--- src/rtl/pulse_stretch_pkg.sv ---
// Shared types and helpers for the pulse stretcher: FSM state encoding and
// the width of the counter shared by the ON and OFF phases.
package pulse_stretch_pkg;

    typedef enum logic [1:0] {ST_IDLE, ST_ON, ST_OFF} ps_state_t;

    function automatic int cntr_width(input int hold_l2, input int gap_l2);
        int w;
        w = (hold_l2 > gap_l2) ? hold_l2 : gap_l2;
        return (w < 1) ? 1 : w;
    endfunction

endpackage

--- src/rtl/term_cntr.sv ---
// Up-counter with synchronous clear and enable; o_tc flags that the count
// equals the caller-supplied terminal value.
module term_cntr
    import pulse_stretch_pkg::*;
#(
    parameter int W = 4
) (
    input  logic         i_clk,
    input  logic         reset,
    input  logic         i_clr,
    input  logic         i_en,
    input  logic [W-1:0] i_tc_val,
    output logic [W-1:0] o_cnt,
    output logic         o_tc
);

    always_ff @(posedge i_clk or posedge reset) begin
        if (reset) begin
            o_cnt <= '0;
        end else if (i_clr) begin
            o_cnt <= '0;
        end else if (i_en) begin
            o_cnt <= o_cnt + W'(1);
        end
    end

    assign o_tc = (o_cnt == i_tc_val);

endmodule

--- src/rtl/pulse_stretch.sv ---
// Stretches single-cycle event pulses into fixed-length blinks with a
// mandatory low gap; events arriving during a blink are queued as a count.
module pulse_stretch
    import pulse_stretch_pkg::*;
#(
    parameter int HOLD_CYCLES_L2 = 10,
    parameter int GAP_CYCLES_L2  = 10,
    parameter int PEND_W         = 3
) (
    input  logic              i_clk,
    input  logic              reset,
    input  logic              i_pulse,
    input  logic              i_clr_ovf,
    output logic              o_dout,
    output logic              o_busy,
    output logic              o_start,
    output logic              o_done,
    output logic [PEND_W-1:0] o_pending,
    output logic              o_overflow
);

    localparam int CW = cntr_width(HOLD_CYCLES_L2, GAP_CYCLES_L2);
    localparam logic [CW-1:0] HOLD_TC   = CW'((64'd1 << HOLD_CYCLES_L2) - 64'd1);
    localparam logic [CW-1:0] GAP_TC    = CW'((64'd1 << GAP_CYCLES_L2) - 64'd1);
    localparam logic [CW-1:0] GAP_TC_M1 = GAP_TC - CW'(1);
    localparam logic [PEND_W-1:0] PEND_MAX = '1;

    ps_state_t         state, state_d;
    logic [CW-1:0]     cnt, tc_val;
    logic              tc;
    logic              has_pend, can_start, consume, enqueue, ovf_set;
    logic [PEND_W-1:0] pend_d;
    logic              ovf_d, done_d, start_d;

    term_cntr #(.W(CW)) u_cntr (
        .i_clk    (i_clk),
        .reset    (reset),
        .i_clr    (state_d != state),
        .i_en     (state != ST_IDLE),
        .i_tc_val (tc_val),
        .o_cnt    (cnt),
        .o_tc     (tc)
    );

    always_comb begin
        tc_val    = (state == ST_OFF) ? GAP_TC : HOLD_TC;
        has_pend  = (o_pending != '0);
        can_start = (state == ST_IDLE) || ((state == ST_OFF) && tc);
        state_d   = state;
        case (state)
            ST_IDLE: if (i_pulse || has_pend) state_d = ST_ON;
            ST_ON:   if (tc) state_d = ST_OFF;
            ST_OFF:  if (tc) state_d = (has_pend || i_pulse) ? ST_ON : ST_IDLE;
            default: state_d = ST_IDLE;
        endcase

        // A queued event always has priority over a fresh pulse at a start point;
        // the fresh pulse is then queued in its place.
        consume = can_start && has_pend;
        enqueue = i_pulse && !(can_start && !has_pend);
        ovf_set = enqueue && !consume && (o_pending == PEND_MAX);
        pend_d  = o_pending;
        if (enqueue && !consume && !ovf_set) begin
            pend_d = o_pending + PEND_W'(1);
        end else if (consume && !enqueue) begin
            pend_d = o_pending - PEND_W'(1);
        end
        ovf_d = ovf_set ? 1'b1 : (i_clr_ovf ? 1'b0 : o_overflow);

        // Outputs are registered, so done/start are decoded one cycle ahead.
        start_d = (state_d == ST_ON) && (state != ST_ON);
        done_d  = (state_d == ST_OFF) &&
                  ((state != ST_OFF) ? (GAP_CYCLES_L2 == 0) : (cnt == GAP_TC_M1));
    end

    always_ff @(posedge i_clk or posedge reset) begin
        if (reset) begin
            state      <= ST_IDLE;
            o_dout     <= 1'b0;
            o_busy     <= 1'b0;
            o_start    <= 1'b0;
            o_done     <= 1'b0;
            o_pending  <= '0;
            o_overflow <= 1'b0;
        end else begin
            state      <= state_d;
            o_dout     <= (state_d == ST_ON);
            o_busy     <= (state_d != ST_IDLE);
            o_start    <= start_d;
            o_done     <= done_d;
            o_pending  <= pend_d;
            o_overflow <= ovf_d;
        end
    end

endmodule

--- config.mk ---
export PLATFORM = sky130hd
export DESIGN_NAME = pulse_stretch
export DESIGN_NICKNAME = d
export VERILOG_FILES = /design/src/rtl/pulse_stretch_pkg.sv /design/src/rtl/term_cntr.sv /design/src/rtl/pulse_stretch.sv
export SDC_FILE = /design/constraint.sdc
export NUM_CORES = 1
export LEC_CHECK = 0
export ABC_AREA = 1
export CORE_ASPECT_RATIO = 1.25
export CORE_MARGIN = 4
export CORE_UTILIZATION = 45
export CTS_CLUSTER_SIZE = 20
export DETAILED_ROUTE_END_ITERATION = 8
export PLACE_DENSITY = 0.66
export SLEW_MARGIN = 20
export SYNTH_ARGS = -nofsm -noshare
export SYNTH_HDL_FRONTEND = slang
export SYNTH_SLANG_ARGS = --single-unit
--- constraint.sdc ---
create_clock -name i_clk -period 3.6 [get_ports i_clk]
set_input_delay 0.72 -clock i_clk [delete_from_list [all_inputs] [get_ports i_clk]]
set_output_delay 0.72 -clock i_clk [all_outputs]
set_load 0.01 [all_outputs]
* Word level (Yosys, flattened, before mapping)
Index checks and enable logic that the tools add are counted.
Storage, ports and cells: register bits 20, output and inout port bits 8
Cells by class: $add $sub $neg 3, equal/unequal tests 10, multiplexer cells 12, reductions and logical operators 24
Operators by type and width (count):
- equality test 10 bit, second input constant | 2
- 2-to-1 mux 10 bit | 2
- adder 10 x 1 -> 10 bit, second input constant | 1
- logical AND 1 bit | 10
- nonzero test 2 bit | 5
- 2-to-1 mux 2 bit | 3
- 2-to-1 mux 3 bit | 2
- case mux 2 bit (3 select lines) | 1
- zero test 1 bit | 5
- equality test 2 x 1 -> 1 bit, second input constant | 2
- equality test 2 bit, second input constant | 2
- 2-to-1 mux 1 bit | 4
- adder 3 x 1 -> 3 bit, second input constant | 1
- equality test 3 bit, second input constant | 1
- nonzero test 3 bit | 1
- subtractor 3 x 1 -> 3 bit, second input constant | 1
- zero test 2 bit | 1
- logical OR 1 bit | 2
- != test 2 x 1 -> 1 bit, second input constant | 1
- != test 2 bit | 1
- != test 2 bit, second input constant | 1

* Logic depth before layout (Yosys ltp)
Gate-level depths: netlist of run 1.
depth after elaboration 11, depth in mapped cells 14

* Hierarchy
A second synthesis of run 1 with hierarchy kept.
Unflattened totals: cells, all modules 161, area total of the unflattened synthesis 1236.2 µm²
Modules (own cells, without submodules):
- term_cntr | times used 1, cells an instance 96, area an instance 703.2 µm²
- pulse_stretch | times used 1, cells an instance 65, area an instance 533.0 µm²

* Worst setup path before layout of run 1
OpenSTA, ideal clock, no wires.
path type flip-flop to flip-flop, from register u_cntr.o_cnt[0], to register o_pending[2], setup time 117 ps, data arrival time 1832 ps, required time 3483 ps, path slack 1651 ps, stages on the path, launching flop included 15, cells stage by stage dfrtp_1 > ha_1 > inv_1 > nor2_4 > nand3_4 > nand2_2 > nand2_2 > nand3_4 > fa_1 > inv_1 > nand4_1 > nand2_2 > nand2_1 > nand2_1 > nand2_1
On the way: cells in the longest elaborated chain, start to end 11, elaborated cells on any way between the ends 16
Ends and longest elaborated chain:
- start: declaration | line term_cntr.sv:13 | output logic [W-1:0] o_cnt,
- start signal: assignment | line term_cntr.sv:23 | o_cnt <= o_cnt + W'(1);
- equality test 10 bit * | line term_cntr.sv:27 | assign o_tc = (o_cnt == i_tc_val);
- logical AND 1 bit * | line pulse_stretch.sv:48 | can_start = (state == ST_IDLE) || ((state == ST_OFF) && tc);
- logical OR 1 bit * | line pulse_stretch.sv:48
- logical AND 1 bit | line pulse_stretch.sv:60 | enqueue = i_pulse && !(can_start && !has_pend);
- zero test 1 bit | line pulse_stretch.sv:60
- logical AND 1 bit | line pulse_stretch.sv:60
- logical AND 1 bit | line pulse_stretch.sv:61, pulse_stretch.sv:63
- logical AND 1 bit | line pulse_stretch.sv:61 | ovf_set = enqueue && !consume && (o_pending == PEND_MAX);
- zero test 1 bit | line pulse_stretch.sv:63 | if (enqueue && !consume && !ovf_set) begin
- logical AND 1 bit | line pulse_stretch.sv:63
- 2-to-1 mux 3 bit / nonzero test 2 bit (equally long branches)
- end signal: assignment | line pulse_stretch.sv:91 | o_pending <= pend_d;
- end: declaration | line pulse_stretch.sv:18 | output logic [PEND_W-1:0] o_pending,
Mark *: on every way between the ends. The rest lies on a longest branch, timed or not. A chain may end at the register's enable or synchronous reset.

* Worst setup path after layout of run 1
Same ends and word-level chain as after synthesis.

==> out/metrics.cfg, run 1 <==
[run_status]
run_status = finished, final reports clean

[final_layout]
nFillCells = 219
final_cells = 174
final_layout_size_suffix_gt1_share_pct = 18.2
area_growth_pct = 18.1
fin_nets = 151
n_antenna_cell = 0

[place]
post-place-cells = 170
dp.final_hpwl_mm = 1.52
numPortBuffers = 11
gp_congestion = 0.774

[routing]
detail-route-antenna-nets = 0
dr.first_iter.drc_count = 6
drt_pre_antenna_iters = 4
detail_route.drc_violations = 0
postRouteWirelength_mm = 1.87
post_drt_via_cell_ratio = 4.93
dr_wl_cell_microns = 10.7
num_vias = 858

[synth]
postSynthRegisterBits = 20
edff_count_synth = 0
proportion_of_register_bits_with_asynchronous_set_or_reset_after_synthesis_pct = 100
synth.top_cells.by_area = dfrtp_1, nand2_1, inv_1, nand3_1, nand2_2
synth-main-ff-cell = dfrtp_1
netlist-cell-type-count = 25
synth_most_common_cell = dfrtp_1
syn_area_per_cell_sq_um = 8.71
synth_area_sq_mm = 0.00111
net_count_after_synthesis = 135
synth_commonest_cells = dfrtp_1, nand2_1, inv_1
synth_area_leader_cell = dfrtp_1
yosysSeqAreaShare_pct = 44.9
yosysWarnings = 0
syn_inst = 128
yosysTopAreaCellShare_pct = 44.9

[setup_path]
timing.critical_path.max_delay_family = simple AND/OR/NAND/NOR gates
cp_slowest_cell = dfrtp_1
worstSetupEndpointType = flop
worstSetupStartpointType = flop
cp_num_buf_inv = 2
timing.critical_path.cells = ha_1, inv_1, nor2_4, nand3_4, nand2_2, nand2_2, nand3_4, fa_1, inv_1, nand4_1, nand2_2, nand2_1, nand2_1, nand2_1
cpPeakStageDelay_ns = 0.42
critical_path_required_ns = 3.80
critPathMaxFanout = 5
critical_path_class = flop to flop
timing.critical_path.arrival_ns = 2.28

[floorplan]
die_outline_area_sq_mm = 0.00334
fp.dieW_microns = 52.5
placeableCoreArea_sq_mm = 0.00228
std_cell_rows = 19
initial_utilization_pct = 48.8
die_h_microns = 63.7
io_pins = 12

[global_route]
gr-total-overflow = 0
grt_first_pass_wirelength_mm = 3.64
tot_gr_track_use_pct = 14.0
vias_in_the_first_global_route = 898
antenna_violations_before_repair = 0
grt_start_max_net_pins = 21

[timing]
maxSlewViolCount = 0
maximum_clock_frequency_mhz = 481
worst_clock_skew_ns = 0.000690
final.min_clock_period_ns = 2.08
rsz_0062_raised_after_global_routing = false
setup_tns_ns = 0
worst-slew-pin-transition_ns = 0.749
finalHoldViolCount = 0
relSlewSlack_pct = 50.0
timing.final.setup_violations = 0
finalCritPeriodShare_pct = 57.7

[cts]
cts.htree.levels = 1
clk_path_buf_depth = 2
clock_tree.root_cell = clkbuf_4
hold_fix_buffer_count_after_cts = 0
clkLatencyLatePin_ns = 0.29
cts.repair_timing.setup_buffer_count = 0
cts_tree = yes
cts_repair_resizes = 0
number_of_clock_sinks = 20
clkTransAtPathRegs_ns = 0.11
cts_buffers = 3

[worst_hold_path]
worst_hold_path_type = flop to flop

[power]
power.static_leakage_uw = 0.000619
worst_ir_drop_vdd_v = 0.000432
power_density_normalized_to_cell_area_mw_per_mm2 = 604

[job]
max-cap-violations = 0

[kinds of logic (layout without fill, tap and decap cells)]
family / after synthesis / in the layout / share of synthesized area (%)
AND/OR/NAND/NOR: 75 / 75 / 37.1
adder cells (fa/ha/maj): 3 / 3 / 4.04
XOR/XNOR: 4 / 4 / 3.14
flip-flops: 20 / 20 / 44.9
buffers and inverters: 19 / 34 / 6.40
AO/OA/AOI/OAI: 6 / 6 / 3.48
multiplexers: 1 / 1 / 0.898
[report_power, final]
part	internal, uW	switching (uW)	total [uW]
sequential	284	72.1	356
clock	112	66.9	179
combinational	125	134	259
total	521	273	795
[path summary, 6_finish.rpt]
path	slack [ns]	depth (start not counted)	endpoint	from
setup / recovery	1.52	14	o_pending[2]$_DFFE_PP0P_	u_cntr.o_cnt[0]$_DFFE_PP0P_
hold / removal	0.51	1	u_cntr.o_cnt[0]$_DFFE_PP0P_	u_cntr.o_cnt[0]$_DFFE_PP0P_
setup reg to reg	1.52	14	o_pending[2]$_DFFE_PP0P_	u_cntr.o_cnt[0]$_DFFE_PP0P_
hold reg to reg	0.51	1	u_cntr.o_cnt[0]$_DFFE_PP0P_	u_cntr.o_cnt[0]$_DFFE_PP0P_
max in group asynchronous	2.29	2	o_busy$_DFF_PP0_	reset
min in group asynchronous	0.84	2	o_pending[0]$_DFFE_PP0P_	reset
[layer usage]
metal / part of all wire (%) / wire (microns) / GRT usage [%] / vias up
met5: 0 / 0 / 0 / -
met4: 0.75 / 14 / 3.83 / 0
met3: 2.4 / 45 / 2.36 / 2
met2: 54 / 1010 / 24.1 / 11
met1: 43 / 797 / 17.5 / 408
li1: - / - / - / 437
[through the flow]
stage | hold slack [ns] | util, % | setup WS (ns) | total power (uW) | cell area [sq um]
final | 0.509 | 57.7 | 1.52 | 795 | 1320
after CTS | 0.514 | 57.7 | 1.50 | 811 | 1320
after detailed placement | 0.498 | 55.4 | 1.27 | 628 | 1260
after floorplan | 0.477 | - | 1.65 | 536 | 1110
after global routing | 0.542 | 57.7 | 1.40 | 861 | 1320
after global placement | 0.494 | 55.4 | 1.32 | 618 | 1260
[layout make-up]
type                       instances  area [sq um]  share of cell area [%]
clock buffer                       3          22.5                    1.71
multi-input combinational         89           543                    41.3
inverter                          19          71.3                    5.42
tap                               31          38.8                    2.95
sequential                        20           500                    38.0
clock inverter                     1          30.0                    2.28
timing repair buffer              11           110                    8.37
[cells in the final DEF (no fill, tap or decap)]
cell,n
a21oi_1,1
a21oi_2,1
bufinv_16,1
clkbuf_4,3
clkdlybuf4s50_1,11
dfrtp_1,20
fa_1,1
ha_1,2
inv_1,18
inv_2,1
mux2i_1,1
nand2_1,19
nand2_2,10
nand3_1,13
nand3_2,3
nand3_4,2
nand3b_1,1
nand4_1,3
nor2_1,15
nor2_2,2
nor2_4,2
nor3_1,2
nor3_2,1
o21ai_0,1
o21bai_1,1
o22ai_1,2
or2_1,2
xor2_1,4
[worst register-to-register path, stage by stage (launching register included)]
cell and delay [ns]:
dfrtp_1 0.42, ha_1 0.25, inv_1 0.10, nor2_4 0.05, nand3_4 0.09, nand2_2 0.09
nand2_2 0.11, nand3_4 0.10, fa_1 0.37, inv_1 0.08, nand4_1 0.10, nand2_2 0.09
nand2_1 0.05, nand2_1 0.05, nand2_1 0.05
[flip-flops by register name, indices dropped and copies added, names as in the netlist]
signal / count
u_cntr.o_cnt: 10
o_pending: 3
o_busy: 1
o_dout: 1
o_overflow: 1
state: 2
o_start: 1
o_done: 1
No activity file was read; power rests on OpenSTA's default activity.
==> run 2, diff against run 1 <==
PLACE_DENSITY = 0.68   (was 0.66)
clock period = 1.9 ns   (was 3.6 ns; I/O delays follow)
==> run 2 against run 1 <==
  * Sequential share of layout area fell by 2.9 points
  * Die area did not move
  * Combinational power rose by 120%
  * Clock-buffer cell count did not move
  * Via count rose by 6.1%
  * Cell count rose by 6.3%
  * Sequential power rose by 91%
  * Hold slack got worse by 0.13 ns
  * Clock skew rose by 0.0055 ns
  * Largest power group unchanged
  * Critical endpoint unchanged
==> out/metrics.cfg, run 2 (synthesized netlist as in run 1, its figures left out) <==
[run_status]
run_status = finished, final reports clean

[timing]
rsz_0062_raised_after_global_routing = true
maxSlewViolCount = 0  ; unchanged
setup_tns_ns = 0  ; unchanged
finalHoldViolCount = 0  ; unchanged
worst_clock_skew_ns = 0.00616  ; +0.00547 ns
worst-slew-pin-transition_ns = 0.318  ; -0.431 ns
final.min_clock_period_ns = 1.83  ; -0.249 ns
timing.final.setup_violations = 0  ; unchanged
finalCritPeriodShare_pct = 96.2  ; +39 points
maximum_clock_frequency_mhz = 547  ; +14%
relSlewSlack_pct = 78.8  ; +29 points

[cts]
cts.htree.levels = 1  ; unchanged
clock_tree.root_cell = clkbuf_4
cts_tree = yes
clkTransAtPathRegs_ns = 0.12  ; about the same
cts_buffers = 3  ; unchanged
clkLatencyLatePin_ns = 0.31  ; +0.02 ns
clk_path_buf_depth = 2  ; unchanged
number_of_clock_sinks = 20  ; unchanged

[final_layout]
top_regs = u_cntr.o_cnt (10), o_pending (3), state (2)
layout_commonest_cell = dfrtp_1
final_cell_area_sq_mm = 0.00143  ; +8.4%
largest-register = u_cntr.o_cnt
n_antenna_cell = 0  ; unchanged
largest_register_ff_count = 10  ; unchanged
final_layout_size_suffix_gt1_share_pct = 26.6  ; +8.4 points
most-common-layout-cells = dfrtp_1, nand2_1, inv_1
nFillCells = 221  ; +0.91%
area_growth_pct = 27.9
fin_nets = 162  ; +7.3%

[place]
numPortBuffers = 11  ; unchanged
post_dp_cell_area_sq_mm = 0.00131  ; +3.8%
gp_congestion = 0.737  ; -4.7%
dp.final_hpwl_mm = 1.71  ; +12%

[global_route]
grt_start_max_net_pins = 21  ; unchanged
antenna_violations_before_repair = 0  ; unchanged
tot_gr_track_use_pct = 16.2  ; +2.2 points
gr-total-overflow = 0  ; unchanged
vias_in_the_first_global_route = 944  ; +5.1%
grt_first_pass_wirelength_mm = 4.08  ; +12%

[worst_hold_path]
worst_hold_path_type = primary input to async pin

[power]
power_frac_seq_pct = 42.4  ; -2.4 points
combPwrFrac_pct = 35.7  ; +3.0 points
power.static_leakage_uw = 0.000670  ; +8.3%
internal_power_uw = 1040  ; +100%
switching_part_of_the_total_power_pct = 35.2  ; +0.75 points
power.net_switching_uw = 564  ; +110%
power_frac_clock_pct = 21.9  ; -0.7 points
worst_ir_drop_vdd_v = 0.000715  ; +65%
power_density_normalized_to_cell_area_mw_per_mm2 = 1130  ; +86%

[setup_path]
timing.critical_path.cells = ha_4, inv_4, nor2_4, nand3_4, nand2_4, nand2_4, nand3_4, fa_2, inv_2, nand4_1, nand2_2, nand2_1, nand2_1, nand2_1
cpMostUsedCell = nand2_1
critical_path_required_ns = 2.12  ; -1.68 ns
critical_path_class = flop to flop
critPathMaxFanout = 3  ; -2
cp_slowest_cell = dfrtp_1
cpPeakStageDelay_ns = 0.43  ; about the same
timing.critical_path.arrival_ns = 2.04  ; -0.24 ns
worstSetupEndpointType = flop
worstSetupStartpointType = flop

[routing]
num_vias = 910  ; +6.1%
post_drt_via_cell_ratio = 4.92  ; -0.25%
detail-route-antenna-nets = 0  ; unchanged
drt_pre_antenna_iters = 4  ; unchanged
postRouteWirelength_mm = 2.25  ; +20%
dr.first_iter.drc_count = 8  ; +2
detail_route.drc_violations = 0  ; unchanged
dr_wl_cell_microns = 12.1  ; +13%

[floorplan]
die_outline_area_sq_mm = 0.00334  ; unchanged
die_h_microns = 63.7  ; unchanged
initial_utilization_pct = 48.8  ; unchanged
fp.dieW_microns = 52.5  ; unchanged
io_pins = 12  ; unchanged
placeableCoreArea_sq_mm = 0.00228  ; unchanged
std_cell_rows = 19  ; unchanged

[job]
max-cap-violations = 0  ; unchanged

[run 2: final cells by class]
cell class              instances  area, sq um  share of cell area [%]
clock inverters                 1         30.0                    2.11
multi-input cells              89          568                    39.8
repair buffers                 22          193                    13.5
flip-flops and latches         20          500                    35.1
clock buffers                   3         22.5                    1.58
well taps                      31         38.8                    2.72
inverters                      19         73.8                    5.18
[run 2: worst paths after layout]
path	start	endpoint	slack, ns	depth (start not counted)
min in group i_clk	u_cntr.o_cnt[9]$_DFFE_PP0P_	u_cntr.o_cnt[9]$_DFFE_PP0P_	0.53	2
min reg2reg	u_cntr.o_cnt[9]$_DFFE_PP0P_	u_cntr.o_cnt[9]$_DFFE_PP0P_	0.53	2
min	reset	state[0]$_DFF_PP0_	0.38	3
max	u_cntr.o_cnt[1]$_DFFE_PP0P_	o_pending[2]$_DFFE_PP0P_	0.07	14
max in group asynchronous	reset	u_cntr.o_cnt[1]$_DFFE_PP0P_	1.32	3
max reg2reg	u_cntr.o_cnt[1]$_DFFE_PP0P_	o_pending[2]$_DFFE_PP0P_	0.07	14
[run 2: routing by layer]
metal	part of all wire, %	GRT usage (%)	vias up
met5	0	0	-
met4	3.1	9.27	0
met3	2.2	2.59	8
met2	54	27.2	13
met1	41	18.7	430
li1	-	-	459
[run 2: stage by stage]
stage	instances	total power, uW	hold slack, ns	worst slack [ns]	util [%]
after global routing	185	1730	0.416	-0.0543	62.5
after detailed placement	176	1220	0.505	-0.0882	57.5
after CTS	181	1590	0.395	0.00880	60.9
after global placement	176	1200	0.496	0.00190	57.5
after floorplan	128	1020	0.344	0.00603	-
final	185	1600	0.379	0.0717	62.5
[run 2: power by group through the flow]
stage / sequential [uW] / clock (uW) / combinational, uW
after floorplan: 676 / 0 / 343
after CTS: 682 / 355 / 558
after detailed placement: 681 / 0 / 540
final: 680 / 352 / 573
after global routing: 704 / 372 / 654
after global placement: 675 / 0 / 525
[run 2: repair_timing]
| action | CTS | global route |
|---|---|---|
| hold buffers | 0 | 0 |
| setup endpoints to repair | 1 | 1 |
| setup buffers | 1 | 4 |
| gates resized for setup | 4 | 2 |
| pin swaps | 2 | 2 |
[run 2: worst max-delay path, delay by kind of cell, from the launching register on]
kind,cells,cell delay [ns]
adder cells (fa/ha/maj),2,0.53
AND/OR/NAND/NOR,10,0.68
flip-flops,1,0.43
buffers and inverters,2,0.11
==> run 3, diff against run 2 <==
HOLD_SLACK_MARGIN = 0.02   (was unset)
==> results of run 3 <==
No change in the layout: final DEF, timing and power equal those of run 2.
